## src/rtl/imem_loader.sv

```systemverilog
// Instruction-memory image loader: parses a big-endian byte stream (16-bit word count, then
// 32-bit words), writes each word to instruction memory and holds the CPU in reset until done.
module imem_loader #(
    parameter logic [31:0] BASE_ADDR = 32'h0000_0000,
    parameter int unsigned DEPTH     = 64
) (
    input  logic        clk,
    input  logic        reset,
    input  logic [7:0]  byte_in,
    input  logic        byte_valid,
    output logic        byte_ready,
    output logic        mem_we,
    output logic [31:0] mem_direccion,
    output logic [31:0] mem_dato,
    output logic        cpu_hold,
    output logic        done,
    output logic        error
);

    typedef enum logic [2:0] {
        S_HDR0,
        S_HDR1,
        S_DATA,
        S_DONE,
        S_ERR
    } state_t;

    state_t      state_q, state_d;
    logic [15:0] count_q, count_d;
    logic [15:0] word_idx_q, word_idx_d;
    logic [1:0]  byte_cnt_q, byte_cnt_d;
    logic [23:0] shift_q, shift_d;

    logic        byte_ready_q, byte_ready_d;
    logic        mem_we_q, mem_we_d;
    logic [31:0] mem_direccion_q, mem_direccion_d;
    logic [31:0] mem_dato_q, mem_dato_d;
    logic        cpu_hold_q, cpu_hold_d;
    logic        done_q, done_d;
    logic        error_q, error_d;

    logic        transfer;

    assign transfer = byte_valid & byte_ready_q;

    always_comb begin
        // NOTE: every signal gets a default before the case so no path leaves it unassigned
        // (which would infer a latch); defaults hold state, so gaps change nothing.
        state_d         = state_q;
        count_d         = count_q;
        word_idx_d      = word_idx_q;
        byte_cnt_d      = byte_cnt_q;
        shift_d         = shift_q;
        mem_we_d        = 1'b0;
        mem_direccion_d = mem_direccion_q;
        mem_dato_d      = mem_dato_q;

        case (state_q)
            S_HDR0: begin
                if (transfer) begin
                    count_d = {byte_in, 8'h00};
                    state_d = S_HDR1;
                end
            end
            S_HDR1: begin
                if (transfer) begin
                    count_d = {count_q[15:8], byte_in};
                    if (count_d == 16'd0) begin
                        state_d = S_DONE;
                    end else if ({16'd0, count_d} > DEPTH) begin
                        state_d = S_ERR;
                    end else begin
                        state_d = S_DATA;
                    end
                end
            end
            S_DATA: begin
                if (transfer) begin
                    byte_cnt_d = byte_cnt_q + 2'd1;
                    shift_d    = {shift_q[15:0], byte_in};
                    // Fourth byte completes the word; it is registered so streaming continues.
                    if (byte_cnt_q == 2'd3) begin
                        mem_we_d        = 1'b1;
                        mem_dato_d      = {shift_q, byte_in};
                        mem_direccion_d = BASE_ADDR + {14'd0, word_idx_q, 2'b00};
                        word_idx_d      = word_idx_q + 16'd1;
                        if (word_idx_q == count_q - 16'd1) begin
                            state_d = S_DONE;
                        end
                    end
                end
            end
            S_DONE:  state_d = S_DONE;
            S_ERR:   state_d = S_ERR;
            default: state_d = S_HDR0;
        endcase

        byte_ready_d = (state_d == S_HDR0) || (state_d == S_HDR1) || (state_d == S_DATA);
        done_d       = (state_d == S_DONE);
        error_d      = (state_d == S_ERR);
        cpu_hold_d   = (state_d != S_DONE);
    end

    // NOTE: sequential state uses non-blocking assignments so every flop samples pre-edge values.
    always_ff @(posedge clk) begin
        if (reset) begin
            state_q         <= S_HDR0;
            count_q         <= 16'd0;
            word_idx_q      <= 16'd0;
            byte_cnt_q      <= 2'd0;
            shift_q         <= 24'd0;
            byte_ready_q    <= 1'b0;
            mem_we_q        <= 1'b0;
            mem_direccion_q <= BASE_ADDR;
            mem_dato_q      <= 32'd0;
            cpu_hold_q      <= 1'b1;
            done_q          <= 1'b0;
            error_q         <= 1'b0;
        end else begin
            state_q         <= state_d;
            count_q         <= count_d;
            word_idx_q      <= word_idx_d;
            byte_cnt_q      <= byte_cnt_d;
            shift_q         <= shift_d;
            byte_ready_q    <= byte_ready_d;
            mem_we_q        <= mem_we_d;
            mem_direccion_q <= mem_direccion_d;
            mem_dato_q      <= mem_dato_d;
            cpu_hold_q      <= cpu_hold_d;
            done_q          <= done_d;
            error_q         <= error_d;
        end
    end

    assign byte_ready    = byte_ready_q;
    assign mem_we        = mem_we_q;
    assign mem_direccion = mem_direccion_q;
    assign mem_dato      = mem_dato_q;
    assign cpu_hold      = cpu_hold_q;
    assign done          = done_q;
    assign error         = error_q;

endmodule

```

## config.mk

```make
export PLATFORM = sky130hd
export DESIGN_NAME = imem_loader
export DESIGN_NICKNAME = d
export VERILOG_FILES = /design/src/rtl/imem_loader.sv
export SDC_FILE = /design/constraint.sdc
export NUM_CORES = 1
export LEC_CHECK = 0
export ABC_AREA = 1
export CAP_MARGIN = 20
export CORE_MARGIN = 1.5
export CORE_UTILIZATION = 40
export DETAILED_ROUTE_END_ITERATION = 12
export PLACE_DENSITY_LB_ADDON = 0.1
export RECOVER_POWER = 50
export SETUP_SLACK_MARGIN = 0.4
export SLEW_MARGIN = 20
export SYNTH_ARGS = -nofsm -noshare
export SYNTH_HDL_FRONTEND = slang
export SYNTH_SLANG_ARGS = --single-unit
```

## constraint.sdc

```tcl
create_clock -name clk -period 3.1 [get_ports clk]
set_input_delay 0.775 -clock clk [delete_from_list [all_inputs] [get_ports clk]]
set_output_delay 0.775 -clock clk [all_outputs]
set_load 0.02 [all_outputs]
```

==> impl_metrics.py, run 1 <==
metrics = {
    "setup_path": {
        "critPathLaunchType": "input pin",
        "worstSetupPathType": "in2reg",
        "cp_max_fo": 11,
        "end_kind": "flip-flop",
        "crit_required_ns": 3.38,
        "reg2reg_slack_ns": 1.07,
        "crit_arrival_ns": 2.86,
    },
    "timing": {
        "setup_tns_ns": 0,
        "fin_crit_ns": 2.59,
        "fin_ws_ns": 0.514,
        "fmax_ghz": 0.387,
        "hold_viol_final": 0,
        "setup_viol": 0,
        "worstMarginPinSlew_ns": 0.899,
        "fin_worst_skew_ns": 0.0104,
        "holdWs_ns": 0.466,
        "finalCritPeriodShare_pct": 83.4,
        "report.final.slew_viol_count": 0,
        "slew_headroom_pct": 40.0,
        "rsz0062_at_grt": "no",
    },
    "power": {
        "ir_worst_vdd_mv": 0.497,
        "pwr_density_cell_nw_per_um2": 604,
        "p_leak_nw": 2.68,
        "power.total_mw": 3.71,
    },
    "synth": {
        "ys_warn_count": 0,
        "yosysTopAreaCell": "dfxtp_1",
        "synthArstFlopShare_pct": 0,
        "synth_ff_type": "dfxtp_1",
        "seq_area_frac_synth_pct": 47.0,
        "syn_area_per_cell_sq_um": 7.48,
        "postSynthCellCount": 649,
        "ys_types": 35,
        "synth.most_common_cell": "dfxtp_1",
        "ys_ff_latch": 114,
        "synth.area.top_cells": "dfxtp_1 (47%), o21ai_0 (8.6%), nand2_1 (7.7%), nor2_1 (7.6%), a21oi_1 (6.4%)",
        "synth_top_cell_area_share_pct": 47.0,
        "synth.top_cells.by_count": "dfxtp_1 (114), nand2_1 (99), nor2_1 (98)",
        "syn_area_sq_um": 4850,
        "synth-edff-count": 0,
    },
    "global_routing": {
        "grt_pass1_wl_mm": 20.2,
        "grt_antenna_before_repair": 0,
        "grt_max_degree": 57,
        "track_usage_pct": 20.1,
        "grt_pass1_vias": 4082,
        "grt_overflow": 0,
    },
    "clocking": {
        "cts_resized": 0,
        "cts_buffers": 17,
        "cts_root_buffer": "clkbuf_16",
        "postCtsSetupBuffers": 0,
        "clkSinkCount": 114,
        "cts_max_level": 4,
        "hold_buffers": 0,
        "path_clk_slew_ns": 0.05,
        "cts_buffer_depth": 2,
        "clk_latency_ns": 0.42,
        "tritoncts": "yes",
    },
    "finish": {
        "seq_area_sq_um": 2280,
        "drive_above_1_share_pct": 7.03,
        "fill_cells": 1170,
        "layout.nets": 726,
        "multi_input_comb_area_sq_um": 2150,
        "syn2layout_area_growth_pct": 26.6,
        "n_antenna_cell": 0,
    },
    "floorplan": {
        "start_util_pct": 40.7,
        "io_pins": 80,
        "die_y_um": 113,
        "die_area_sq_um": 12800,
        "die_x_um": 113,
        "rows": 40,
        "design.core.area_sq_um": 11900,
    },
    "worst_hold_path": {
        "min_path_type": "reg2reg",
    },
    "placement": {
        "post-dp-hpwl_mm": 8.19,
        "pre_cts_slack_ns": 0.356,
        "port_buffers": 63,
        "gp_congestion": 0.830,
    },
    "drt": {
        "routed_via_density": 4.95,
        "wl_mm": 12.2,
        "dr.pass1.iters": 5,
        "wl_per_cell_um": 13.9,
        "vias": 4313,
        "drt_iter0_markers": 206,
        "post-route-drc-count": 0,
        "antenna_left": 0,
    },
    "outcome": {
        "outcome": "complete, no violations",
    },
    "flow_run": {
        "cap_violations": 0,
    },
}
path summary, 6_finish.rpt:
| check | depth (start not counted) | to | from |
|---|---|---|---|
| max | 13 | cpu_hold$_SDFF_PP1_ | byte_valid |
| min | 2 | shift_q[1]$_SDFFE_PP0P_ | shift_q[1]$_SDFFE_PP0P_ |
| max reg2reg | 12 | cpu_hold$_SDFF_PP1_ | byte_ready$_SDFF_PP0_ |
| min reg2reg | 2 | shift_q[1]$_SDFFE_PP0P_ | shift_q[1]$_SDFFE_PP0P_ |
cells in the final DEF, fill, tap and decap left out, types with 3 or more instances in the layout:
| master | count |
|---|---|
| dfxtp_1 | 114 |
| nand2_1 | 100 |
| nor2_1 | 100 |
| o21ai_0 | 83 |
| a21oi_1 | 62 |
| inv_1 | 59 |
| dlygate4sd3_1 | 35 |
| clkdlybuf4s50_1 | 28 |
| nand3_1 | 26 |
| clkbuf_16 | 17 |
| conb_1 | 16 |
| xnor2_1 | 9 |
| xor2_1 | 8 |
| nand4_1 | 5 |
| a211oi_1 | 5 |
| nor3_1 | 4 |
| nand3b_1 | 4 |
| clkinv_2 | 4 |
| clkbuf_1 | 4 |
| buf_4 | 4 |
| inv_2 | 3 |
| ha_1 | 3 |
| clkinvlp_4 | 3 |
| bufinv_16 | 3 |
final cells by class:
cell class              instances  share of cell area [%]
clock buffers                  19                    7.37
clock inverters                13                    2.59
inverters                      63                    3.89
multi-input cells             444                    34.9
flip-flops and latches        114                    37.1
well taps                     147                    2.99
repair buffers                 72                    11.1
layer usage:
metal | vias up | GRT usage [%] | share of wire (%)
li1 | 2206 | - | -
met1 | 1984 | 25.7 | 47
met2 | 107 | 32.6 | 47
met3 | 16 | 4.77 | 3.5
met4 | 0 | 8.25 | 1.7
met5 | - | 0 | 0
state kept, by name, indices dropped and copies added, names as in the netlist:
name,count
mem_direccion,16
byte_ready,1
mem_we,1
count_q,16
shift_q,24
done,1
error,1
cpu_hold,1
word_idx_q,16
mem_dato,32
state_q,3
byte_cnt_q,2
per-stage QoR:
step	cells	instance area (sq um)	utilization [%]
after floorplan	664	4910	-
after global placement	840	5560	46.7
after detailed placement	840	5560	46.7
after CTS	872	6170	51.8
after global routing	872	6140	51.6
final	872	6140	51.6
logic make-up after synthesis:
family / Yosys count / synth area share (%)
AO/OA/AOI/OAI: 155 / 16.4
XOR/XNOR: 17 / 3.07
adder cells (fa/ha/maj): 3 / 0.773
buffers and inverters: 106 / 9.67
flip-flops: 114 / 47.0
other: 1 / 0.0773
AND/OR/NAND/NOR: 253 / 23.0
where the power goes:
group          internal [mW]  switching (mW)  leakage (nW)  total (mW)
combinational         0.0685           0.137          1.47       0.206
clock                   1.30           0.706         0.295        2.01
sequential              1.48          0.0147         0.920        1.49
worst max-delay path, cell delays in order:
cell and delay [ns]:
dlygate4sd3_1 0.52, nand2_1 0.12, inv_1 0.10, nand2_1 0.09, nor2_4 0.18, clkbuf_1 0.38
nand2_1 0.10, nor2_1 0.13, nand3_1 0.08, nor2_1 0.09, nand3_1 0.12, nand2_1 0.12
nand3_2 0.07
Power figures use the tool's default switching activity.
==> run 2: changes to the inputs <==
==> constraint.sdc (replaced) <==
create_clock -name clk -period 2.19 [get_ports clk]
set_input_delay 0.5475 -clock clk [delete_from_list [all_inputs] [get_ports clk]]
set_output_delay 0.5475 -clock clk [all_outputs]
set_load 0.02 [all_outputs]
==> run 2 against run 1 <==
Compared with the run above: core utilization grew 2.4 points; power grew 40%; count of clock-buffer cells in the layout grew 3; critical path type is now reg2reg; sequential cell count is the same; first-iteration DRC count shrank 14%; sequential share of layout area shrank 1.5 points; register-to-register slack lost 0.71 ns; worst setup slack lost 0.15 ns; clock skew shrank 0.0041 ns; critical endpoint is now word_idx_q[8]$_SDFFE_PP0P_; clock power grew 37%; combinational power grew 55%.
==> impl_metrics.py, run 2 (synthesis gave the netlist of run 1 again) <==
metrics = {
    "timing": {
        "fin_crit_ns": 1.83,
        "slew_headroom_pct": 44.3,
        "report.final.slew_viol_count": 0,
        "fin_worst_skew_ns": 0.00627,
        "finalCritPeriodShare_pct": 83.6,
        "fmax_ghz": 0.546,
        "worstMarginPinSlew_ns": 0.836,
        "rsz0062_at_grt": "yes",
        "setup_viol": 0,
        "hold_viol_final": 0,
    },
    "floorplan": {
        "die_x_um": 113,
        "rows": 40,
        "start_util_pct": 40.7,
        "design.core.area_sq_um": 11900,
        "io_pins": 80,
        "die_y_um": 113,
        "die_area_sq_um": 12800,
    },
    "outcome": {
        "outcome": "complete, no violations",
    },
    "global_routing": {
        "grt_overflow": 0,
        "track_usage_pct": 21.2,
        "grt_pass1_wl_mm": 20.8,
        "grt_antenna_before_repair": 0,
        "grt_max_degree": 50,
        "grt_pass1_vias": 4307,
    },
    "placement": {
        "dp.cells": 864,
        "post-dp-hpwl_mm": 8.81,
        "port_buffers": 63,
        "gp_congestion": 0.845,
        "dpl_cell_area_sq_um": 5770,
    },
    "drt": {
        "wl_mm": 12.6,
        "drt_iter0_markers": 177,
        "post-route-drc-count": 0,
        "routed_via_density": 4.87,
        "antenna_left": 0,
        "wl_per_cell_um": 13.9,
        "vias": 4404,
        "dr.pass1.iters": 4,
    },
    "clocking": {
        "cts_buffer_depth": 2,
        "cts_max_level": 4,
        "cts_root_buffer": "clkbuf_16",
        "path_clk_slew_ns": 0.05,
        "clkSinkCount": 114,
        "cts_buffers": 17,
        "hold_buffers": 0,
        "clk_latency_ns": 0.42,
        "tritoncts": "yes",
    },
    "setup_path": {
        "worstSetupPathType": "reg2reg",
        "crit_arrival_ns": 2.14,
        "crit_chain": "inv_2 > nand3_4 > nor2_1 > clkbuf_4 > buf_6 > inv_4 > nor3_4 > nand3_1 > inv_1 > nand3_2 > o21ai_1 > nor2_1",
        "crit_required_ns": 2.50,
        "cp_num_buf_inv": 5,
        "cp_max_fo": 5,
        "slowest_delay_ns": 0.33,
        "critPathLaunchType": "flip-flop",
        "end_kind": "flip-flop",
        "cp_common_cell": "nor2_1",
        "critPathTopFamily": "simple AND/OR/NAND/NOR gates",
        "critPathSlowestCell": "dfxtp_1",
    },
    "finish": {
        "layout_commonest_cell": "dfxtp_1",
        "layout.nets": 759,
        "n_antenna_cell": 0,
        "finalNonFillerCells": 905,
        "largest_register_ffs": 32,
        "syn2layout_area_growth_pct": 32.4,
        "final_cell_area_sq_um": 6430,
        "mostFrequentLayoutCells": "dfxtp_1 (107), nand2_1 (96), nor2_1 (96)",
        "drive_above_1_share_pct": 13.7,
        "fill_cells": 1192,
    },
    "power": {
        "combPwrFrac_pct": 6.2,
        "ir_worst_vdd_mv": 0.486,
        "swShare_pct": 22.7,
        "pwr_density_cell_nw_per_um2": 809,
        "power_switching_mw": 1.18,
        "p_clk_share_pct": 53.1,
        "p_seq_share_pct": 40.7,
        "p_leak_nw": 2.99,
        "p_int_mw": 4.02,
    },
    "flow_run": {
        "cap_violations": 0,
    },
    "worst_hold_path": {
        "min_path_type": "reg2reg",
    },
}
-- run 2: cell count changes in the layout (fill, tap and decap cells not counted), moves of 3 or more --
cell,change
inv_2,+6
dfxtp_1,-7
dfxtp_2,+6
nor2_1,-4
nand2_2,+4
dlygate4sd2_1,+54
nand2_1,-4
inv_1,-8
buf_4,+25
clkbuf_1,+8
nand3_1,-3
dlygate4sd3_1,-35
clkdlybuf4s50_1,-19
-- run 2: path summary, 6_finish.rpt --
path	startpoint	to	slack (ns)	cells after the start
hold / removal	shift_q[3]$_SDFFE_PP0P_	shift_q[3]$_SDFFE_PP0P_	0.47	2
setup / recovery	state_q[2]$_SDFF_PP0_	word_idx_q[8]$_SDFFE_PP0P_	0.36	12
setup reg to reg	state_q[2]$_SDFF_PP0_	word_idx_q[8]$_SDFFE_PP0P_	0.36	12
hold reg to reg	shift_q[3]$_SDFFE_PP0P_	shift_q[3]$_SDFFE_PP0P_	0.47	2
-- run 2: worst min-delay path, cell delays in order, from the launching register on --
cell and delay (ns):
dfxtp_1 0.30, inv_1 0.06, a21oi_1 0.05
-- run 2: what timing repair did --
item / 4_1_cts / 5_1_grt
setup endpoints to repair: 83 / 12
pin swaps: 5 / 16
setup buffers: 3 / 6
hold endpoints to repair: 0 / 0
resized for setup: 66 / 29
-- run 2: power groups by stage --
stage	clock (mW)	combinational [mW]	sequential (mW)
3_5_place_dp	0	0.312	2.16
3_3_place_gp	0	0.309	2.16
6_report	2.76	0.320	2.12
4_1_cts	2.80	0.316	2.12
2_1_floorplan	0	0.232	2.16
5_1_grt	2.92	0.356	2.12
-- run 2: per-stage QoR --
step | setup TNS, ns | hold WS (ns) | power (mW) | utilization (%) | setup slack, ns
after floorplan | 0 | 0.436 | 2.39 | - | 0.402
after global placement | -1.90 | 0.448 | 2.47 | 48.4 | -0.189
after detailed placement | -2.47 | 0.455 | 2.47 | 48.4 | -0.200
after CTS | 0 | 0.468 | 5.23 | 53.2 | 0.385
after global routing | 0 | 0.488 | 5.39 | 53.9 | 0.156
final | 0 | 0.466 | 5.20 | 53.9 | 0.360
-- run 2: per-layer routing --
layer | up-vias | part of all wire, % | global-route usage (%)
met5 | - | 0 | 0
met4 | 0 | 3.5 | 11.3
met3 | 30 | 4.4 | 7.23
met2 | 102 | 47 | 34.3
met1 | 1999 | 45 | 24.7
li1 | 2273 | - | -
-- run 2: final cells by class --
cell class / count / area [sq um] / share of cell area, %
clock buffers: 22 / 454 / 7.07
clock inverters: 10 / 134 / 2.08
inverters: 63 / 241 / 3.76
multi-input cells: 444 / 2240 / 34.8
flip-flops and latches: 114 / 2290 / 35.7
well taps: 147 / 184 / 2.86
repair buffers: 105 / 881 / 13.7
